File: config.mk
export PLATFORM = sky130hd
export DESIGN_NAME = ctrl_main_fsm
export DESIGN_NICKNAME = d
export VERILOG_FILES = /design/src/rtl/ctrl_main_fsm.sv
export SDC_FILE = /design/constraint.sdc
export NUM_CORES = 1
export LEC_CHECK = 0
export BUFFER_PORTS_ARGS = -buffer_cell sky130_fd_sc_hd__buf_2
export CAP_MARGIN = 20
export CELL_PAD_IN_SITES_DETAIL_PLACEMENT = 0
export CELL_PAD_IN_SITES_GLOBAL_PLACEMENT = 1
export CORE_MARGIN = 2
export CORE_UTILIZATION = 40
export CTS_CLUSTER_SIZE = 8
export DETAILED_ROUTE_END_ITERATION = 7
export GPL_TIMING_DRIVEN = 0
export PLACE_DENSITY = 0.81
export SETUP_SLACK_MARGIN = 0.4
export SLEW_MARGIN = 10
export SYNTH_ARGS = -nofsm -noshare
export SYNTH_HDL_FRONTEND = slang
export SYNTH_SLANG_ARGS = --single-unit
File: constraint.sdc
create_clock -name i_Clock -period 2.35 [get_ports i_Clock]
set_clock_uncertainty 0.05 [all_clocks]
set_input_delay 0.3525 -clock i_Clock [delete_from_list [all_inputs] [get_ports i_Clock]]
set_output_delay 0.3525 -clock i_Clock [all_outputs]
set_load 0.05 [all_outputs]
File: src/rtl/ctrl_main_fsm.sv
// Camera main sequencer: IDLE -> EXPOSURE -> READOUT -> IDLE once per start
// request. Consumes the exposure time from ctrl_ex_time and drives the
// pixel-array strobes (Erase, Expose, NRE_1/NRE_2, ADC) as a Moore machine.
module ctrl_main_fsm #(
  parameter int EXP_PRESCALE = 4,
  parameter int CNT_W        = 5
) (
  input  logic             i_Clock,
  input  logic             i_Reset,
  input  logic             i_Init,
  input  logic [CNT_W-1:0] i_count_time,
  output logic [1:0]       o_Main_FSM,
  output logic             o_Erase,
  output logic             o_Expose,
  output logic             o_NRE_1,
  output logic             o_NRE_2,
  output logic             o_ADC
);

  // Longest exposure is (2^CNT_W-1)*EXP_PRESCALE cycles; the down-counter
  // holds that length minus one, so this width never wraps.
  localparam int EXP_MAX = ((2 ** CNT_W) - 1) * EXP_PRESCALE;
  localparam int EXP_W   = $clog2(EXP_MAX + 1);
  localparam logic [EXP_W-1:0] PRESC = EXP_W'(EXP_PRESCALE);

  typedef enum logic [1:0] {
    ST_IDLE    = 2'b00,
    ST_EXPOSE  = 2'b01,
    ST_READOUT = 2'b10
  } state_t;

  state_t           r_state;
  state_t           w_state_next;
  logic [EXP_W-1:0] r_exp_cnt;
  logic [EXP_W-1:0] w_exp_next;
  logic [2:0]       r_rd_cnt;
  logic [2:0]       w_rd_next;
  logic [CNT_W-1:0] w_n;
  logic [EXP_W-1:0] w_exp_load;

  // A zero exposure setting is treated as one unit; the counter is loaded
  // with the total cycle count minus one and runs down to zero.
  assign w_n        = (i_count_time == '0) ? CNT_W'(1) : i_count_time;
  assign w_exp_load = (EXP_W'(w_n) * PRESC) - EXP_W'(1);

  // State and counter registers; reset returns everything to IDLE.
  always_ff @(posedge i_Clock or negedge i_Reset) begin
    if (!i_Reset) begin
      r_state   <= ST_IDLE;
      r_exp_cnt <= '0;
      r_rd_cnt  <= '0;
    end else begin
      r_state   <= w_state_next;
      r_exp_cnt <= w_exp_next;
      r_rd_cnt  <= w_rd_next;
    end
  end

  // Next-state/counter logic and Moore output decode from registered state.
  always_comb begin
    w_state_next = r_state;
    w_exp_next   = r_exp_cnt;
    w_rd_next    = r_rd_cnt;
    o_Main_FSM   = 2'b00;
    o_Erase      = 1'b1;
    o_Expose     = 1'b0;
    o_NRE_1      = 1'b1;
    o_NRE_2      = 1'b1;
    o_ADC        = 1'b0;

    case (r_state)
      ST_IDLE: begin
        w_rd_next = '0;
        if (i_Init) begin
          w_state_next = ST_EXPOSE;
          w_exp_next   = w_exp_load;
        end
      end

      ST_EXPOSE: begin
        o_Main_FSM = 2'b01;
        o_Erase    = 1'b0;
        o_Expose   = 1'b1;
        if (r_exp_cnt == '0) begin
          w_state_next = ST_READOUT;
          w_rd_next    = '0;
        end else begin
          w_exp_next = r_exp_cnt - EXP_W'(1);
        end
      end

      ST_READOUT: begin
        o_Main_FSM = 2'b10;
        o_Erase    = 1'b0;
        // Row 1 occupies r=0..2, row 2 r=4..6; r=3 and r=7 are guard slots
        // so the two enables never overlap. ADC fires mid-window.
        case (r_rd_cnt)
          3'd0, 3'd2: o_NRE_1 = 1'b0;
          3'd1: begin
            o_NRE_1 = 1'b0;
            o_ADC   = 1'b1;
          end
          3'd4, 3'd6: o_NRE_2 = 1'b0;
          3'd5: begin
            o_NRE_2 = 1'b0;
            o_ADC   = 1'b1;
          end
          default: ;
        endcase
        if (r_rd_cnt == 3'd7) begin
          w_state_next = ST_IDLE;
          w_rd_next    = '0;
        end else begin
          w_rd_next = r_rd_cnt + 3'd1;
        end
      end

      default: begin
        // Unreachable code 11: recover to IDLE, outputs stay at reset values.
        w_state_next = ST_IDLE;
        w_exp_next   = '0;
        w_rd_next    = '0;
      end
    endcase
  end

endmodule

==> impl_metrics.env, run 1 <==
export IMPL_status="finished clean"
export IMPL_synth_edff_count=0
export IMPL_syn_avg_cell_area_um2=9.37
export IMPL_cts_tree="built"
export IMPL_fp_coreArea_mm2=0.00219
export IMPL_switching_share=0.454
export IMPL_dr_pass1_iters=4
export IMPL_rsz0062_at_grt="no"
export IMPL_die_h_um=51.9
export IMPL_worstSetupEndpointType="flop"
export IMPL_yosys_area_share_simple=0.204
export IMPL_initial_utilization=0.419
export IMPL_fill_cells=207
export IMPL_worstPathRequired_ns=2.46
export IMPL_p_per_area_mw_per_mm2=1180
export IMPL_post_route_period_util=0.808
export IMPL_synth_distinct_cells=41
export IMPL_cp_cell_sequence="inv_2 > ha_2 > buf_6 > nor2b_2 > a311o_2 > buf_6 > a211o_1"
export IMPL_slowest_stage="a311o_2"
export IMPL_cp_start_kind="flop"
export IMPL_async_reset_ff_frac=1.00
export IMPL_switchingPower_mw=0.628
export IMPL_worst_path_largest_cell_delay_ns=0.41
export IMPL_area_growth_pct=28.2
export IMPL_avgViaCountPerCell=5.29
export IMPL_cts_max_level=1
export IMPL_r2r_start="r_state[0]"
export IMPL_vias=810
export IMPL_grt_usage=0.152
export IMPL_dieArea_mm2=0.00270
export IMPL_finalSetupTns_ns=0
export IMPL_rr_worst_depth=7
export IMPL_seqPwrFrac=0.264
export IMPL_cts_root_buf="clkbuf_4"
export IMPL_wire_per_inst_um=12.2
export IMPL_die_w_um=51.9
export IMPL_clock_sinks=12
export IMPL_p_int_mw=0.757
export IMPL_maxSlewViolCount=0
export IMPL_netlist_instances=98
export IMPL_ys_warn_count=0
export IMPL_max_vdd_ir_drop_v=0.000766
export IMPL_place_congestion=0.803
export IMPL_pwr_share_clk=0.118
export IMPL_max_clock_freq_mhz=527
export IMPL_insertion_delay_ns=0.27
export IMPL_setup_viol=0
export IMPL_arrival_ns=2.01
export IMPL_synth_area_um2=918
export IMPL_tightest_slew_ns=0.404
export IMPL_synth_ff_type="dfrtp_1"
export IMPL_grt_pass1_vias=696
export IMPL_synth_top_family_by_area="compound AO/OA/AOI/OAI gates"
export IMPL_hpwl_mm=1.41
export IMPL_ys_ff_latch=12
export IMPL_ff2ff_setup_slack_ns=0.45
export IMPL_setup_ws_ns=0.451
export IMPL_synthXorXnorAreaFrac=0.0286
export IMPL_pin_count=15
export IMPL_grt_max_degree=13
export IMPL_worstReg2RegEnd="r_exp_cnt[2]"
export IMPL_fp_row_count=17
export IMPL_io_buffers=14
export IMPL_combPwrFrac=0.618
export IMPL_dp_slack_ns=0.283
export IMPL_p_leak_nw=0.545
export IMPL_synthAdderAreaFrac=0.150
export IMPL_ys_seq_area_frac=0.327
export IMPL_ant_nets=0
export IMPL_drive_above_1_share=0.320
export IMPL_grt_antenna_before_repair=0
export IMPL_diodes=0
export IMPL_grt_overflow=0
export IMPL_critPathKind="flop to flop"
export IMPL_slew_headroom=0.731
export IMPL_crit_top_cell="buf_6"
export IMPL_cts_buffers=3
export IMPL_finalHoldViolCount=0
export IMPL_path_max_fanout=9
export IMPL_synth_compound_area_frac=0.218
export IMPL_syn_nets=117
export IMPL_hold_slack_ns=0.433
export IMPL_path_clk_slew_ns=0.07
export IMPL_grt_pass1_wl_mm=3.05
export IMPL_first_iter_violations=8
export IMPL_maxCapViolCount=0
export IMPL_synthMuxAreaShare=0.0123
export IMPL_layout_nets=145
export IMPL_wirelength_mm=1.87
export IMPL_cts_max_path_buffers=2
export IMPL_drc=0
export IMPL_post_route_min_period_ns=1.90
export IMPL_min_path_type="input port to async pin"
## per-layer routing
metal / wire length, um / GRT usage
met1: 961 / 0.209
met2: 816 / 0.232
met3: 83 / 0.0489
met4: 8 / 0.0307
met5: 0 / 0
## synth_stat cells, types with 2 or more instances
cell type	n	share of area
o311ai_0	3	0.029
nand3b_1	2	0.016
a21oi_1	2	0.011
buf_2	2	0.011
ha_1	11	0.15
xor2_1	3	0.029
nor3b_1	3	0.025
nor3_1	2	0.011
nand2b_1	3	0.020
nor2_1	3	0.012
dfrtp_1	12	0.33
nor2b_1	3	0.020
o21ai_0	8	0.044
nand2_1	5	0.020
nor4_1	2	0.014
inv_1	9	0.037
## worst max-delay path: cells and delay by family, from the launching register on
family	cells	cell delay, ns
compound gates	2	0.71
fa+ha+maj	1	0.18
buf+inv	3	0.32
simple gates	1	0.16
flops	1	0.37
## worst max path at each step
| stage | startpoint | endpoint | slack (ns) |
|---|---|---|---|
| floorplan | r_rd_cnt[0] | o_NRE_1 | 0.04 |
| global placement | r_state[0] | r_exp_cnt[2] | 0.31 |
| detailed placement | r_state[0] | r_exp_cnt[2] | 0.28 |
| CTS | r_state[0] | r_exp_cnt[3] | 0.39 |
| global route | r_rd_cnt[0] | o_NRE_2 | 0.40 |
| finish | r_state[0] | r_exp_cnt[2] | 0.45 |
## registers in the layout, indices dropped and copies added (netlist names)
signal,count
r_exp_cnt,7
r_rd_cnt,3
r_state,2
## kinds of logic (layout without fill, tap and decap cells)
logic type,Yosys count,after routing
and+or+nand+nor,31,31
DFF,12,12
AOI/OAI and AO/OA,27,27
adders and majority gates,11,11
muxes,1,1
buffers and inverters,13,40
xor gates and xnor gates,3,3
## repair_timing
item                                    4_1_cts  5_1_grt
pin swaps                                     1        3
endpoints found under the setup margin        6        8
endpoints found under the hold margin        12        0
hold buffers                                  1        0
cloned                                        0        0
resized for setup                             5       11
setup buffers                                 3        5
## cell usage in the layout (no fill, tap or decap), types with 3 or more instances in the layout
cell type	synthesis	routed
buf_2	2	12
nand2_1	5	5
nand2b_1	3	3
xor2_1	3	3
o21ai_0	8	7
buf_4	1	9
nor3b_1	3	3
inv_1	9	8
ha_1	11	9
dfrtp_1	12	11
buf_6	0	4
nor2_1	3	3
clkbuf_4	0	3
## stage by stage
step,util,power (mW),instance area (um^2),std cells
global route,0.537,1.50,1180,153
CTS,0.505,1.30,1110,148
floorplan,-,0.935,918,98
global placement,0.467,1.08,1020,140
detailed placement,0.467,1.09,1020,140
finish,0.537,1.38,1180,153
## power groups by stage
stage	combinational, mW	sequential (mW)	clock (mW)
2_1_floorplan	0.591	0.343	0
3_3_place_gp	0.721	0.360	0
3_5_place_dp	0.728	0.364	0
4_1_cts	0.781	0.355	0.167
5_1_grt	0.942	0.377	0.181
6_report	0.856	0.366	0.163
## layout make-up
class,instances,area [um^2],share of cell area
timing repair buffer,23,153,0.130
clock buffer,4,36.3,0.0308
inverter,9,33.8,0.0287
buffer,4,33.8,0.0287
sequential,12,302,0.256
multi-input combinational,73,584,0.496
tap,28,35.0,0.0298
Power figures use the tool's default switching activity.
==> inputs of run 2 (changes only) <==
Clock period 2.35 ns to 1.75 ns, I/O delays scaled along.
==> impl_metrics.env, run 2 (same netlist as run 1, synthesis figures left out) <==
export IMPL_crit_start="r_exp_cnt[3]"
export IMPL_cts_buffers=3
export IMPL_fp_row_count=17
export IMPL_wire_per_inst_um=15.1
export IMPL_dr_pass1_iters=4
export IMPL_worstSetupEndpointType="flop"
export IMPL_cts_max_level=1
export IMPL_grt_pass1_vias=883
export IMPL_grt_usage=0.203
export IMPL_dp_slack_ns=-0.124
export IMPL_pwr_share_clk=0.103
export IMPL_place_congestion=0.791
export IMPL_maxCapViolCount=0
export IMPL_setup_viol=6
export IMPL_die_w_um=51.9
export IMPL_post_route_min_period_ns=1.81
export IMPL_first_iter_violations=15
export IMPL_seqPwrFrac=0.224
export IMPL_max_vdd_ir_drop_v=0.00110
export IMPL_placed_cell_area_mm2=0.00110
export IMPL_final_common_cell="buf_4"
export IMPL_post_route_period_util=1.03
export IMPL_p_int_mw=1.25
export IMPL_largest_reg_flops=7
export IMPL_min_from="i_Init"
export IMPL_setup_ws_ns=-0.0570
export IMPL_min_path_type="input port to flop"
export IMPL_grt_overflow=0
export IMPL_stdcell_area_mm2=0.00144
export IMPL_hold_slack_ns=0.334
export IMPL_arrival_ns=1.93
export IMPL_cts_max_path_buffers=2
export IMPL_switchingPower_mw=0.997
export IMPL_finalHoldViolCount=0
export IMPL_die_h_um=51.9
export IMPL_insertion_delay_ns=0.28
export IMPL_slew_headroom=0.725
export IMPL_path_max_fanout=7
export IMPL_wirelength_mm=2.44
export IMPL_cts_tree="built"
export IMPL_violations="setup timing"
export IMPL_p_per_area_mw_per_mm2=1560
export IMPL_drive_above_1_share=0.534
export IMPL_worstPathRequired_ns=1.88
export IMPL_layout_nets=153
export IMPL_max_clock_freq_mhz=553
export IMPL_grt_max_degree=13
export IMPL_path_clk_slew_ns=0.08
export IMPL_p_leak_nw=0.621
export IMPL_pin_count=15
export IMPL_fp_coreArea_mm2=0.00219
export IMPL_regMostFlops="r_exp_cnt"
export IMPL_dieArea_mm2=0.00270
export IMPL_largestRegisters="r_exp_cnt: 7 flops, r_rd_cnt: 3 flops, r_state: 2 flops"
export IMPL_clock_sinks=12
export IMPL_final_cell_mix="buf_4, dfrtp_1, buf_2"
export IMPL_status="finished, violations left"
export IMPL_critPathKind="flop to flop"
export IMPL_cp_start_kind="flop"
export IMPL_fill_cells=176
export IMPL_combPwrFrac=0.673
export IMPL_rsz0062_at_grt="yes"
export IMPL_cts_root_buf="clkbuf_4"
export IMPL_tightest_slew_ns=0.407
export IMPL_switching_share=0.444
export IMPL_grt_pass1_wl_mm=4.02
export IMPL_vias=871
export IMPL_hpwl_mm=1.47
export IMPL_grt_antenna_before_repair=0
export IMPL_avgViaCountPerCell=5.41
export IMPL_drc=0
export IMPL_dpl_cell_count=140
export IMPL_maxSlewViolCount=0
export IMPL_diodes=0
export IMPL_initial_utilization=0.419
export IMPL_area_growth_pct=56.5
export IMPL_final_cells=161
export IMPL_io_buffers=14
export IMPL_power_mw=2.25
export IMPL_ant_nets=0
export IMPL_r2r_start="r_exp_cnt[3]"
[run 2: worst paths after layout]
kind,endpoint,slack (ns),cells after the start
min in group asynchronous,r_state[0],0.34,2
setup reg to reg,r_state[0],-0.06,4
hold reg to reg,r_exp_cnt[5],0.51,2
max in group asynchronous,r_exp_cnt[3],1.05,2
setup / recovery,r_state[0],-0.06,4
hold / removal,r_exp_cnt[6],0.33,4
[run 2: layer usage]
metal  share of wire  GRT usage  up-vias  routed length, um
met4           0.015     0.0746        0                 36
met2            0.52      0.346       15               1260
met5               0          0        -                  0
li1                -          -      429                  -
met1            0.45      0.255      422               1090
met3           0.023     0.0345        5                 57
[run 2: worst max-delay path, cell delays in order (launching register included)]
cell     delay (ns)
dfrtp_2        0.46
or4_4          0.58
o21ai_4        0.15
and2b_1        0.17
mux2_4         0.30
[run 2: stage by stage]
stage               TNS [ns]   util
floorplan            -0.0118      -
global placement      -0.441  0.504
detailed placement    -0.520  0.504
CTS                   -0.185  0.619
global route          -0.557  0.656
finish                -0.179  0.656
[run 2: area by class of cell]
cell class                      count  area (um^2)  share of cell area
Inverter                            9         36.3              0.0252
Tap cell                           28         35.0              0.0244
Multi-Input combinational cell     73          736               0.512
Clock buffer                        4         36.3              0.0252
Sequential cell                    12          303               0.211
Buffer                              4         35.0              0.0244
Timing Repair Buffer               31          256               0.178
[run 2: power by group through the flow]
stage	clock (mW)	combinational (mW)	sequential [mW]
final	0.231	1.51	0.503
after global routing	0.248	1.63	0.518
after CTS	0.237	1.34	0.487
after detailed placement	0	1.06	0.488
after global placement	0	1.05	0.484
after floorplan	0	0.871	0.463
[run 2: what timing repair did]
action | in CTS | in global routing
setup buffers | 9 | 6
endpoints found under the hold margin | 12 | 0
gates cloned | 1 | 0
pin swaps | 8 | 4
setup endpoints to repair | 19 | 19
hold buffers | 1 | 0
gates resized for setup | 37 | 16
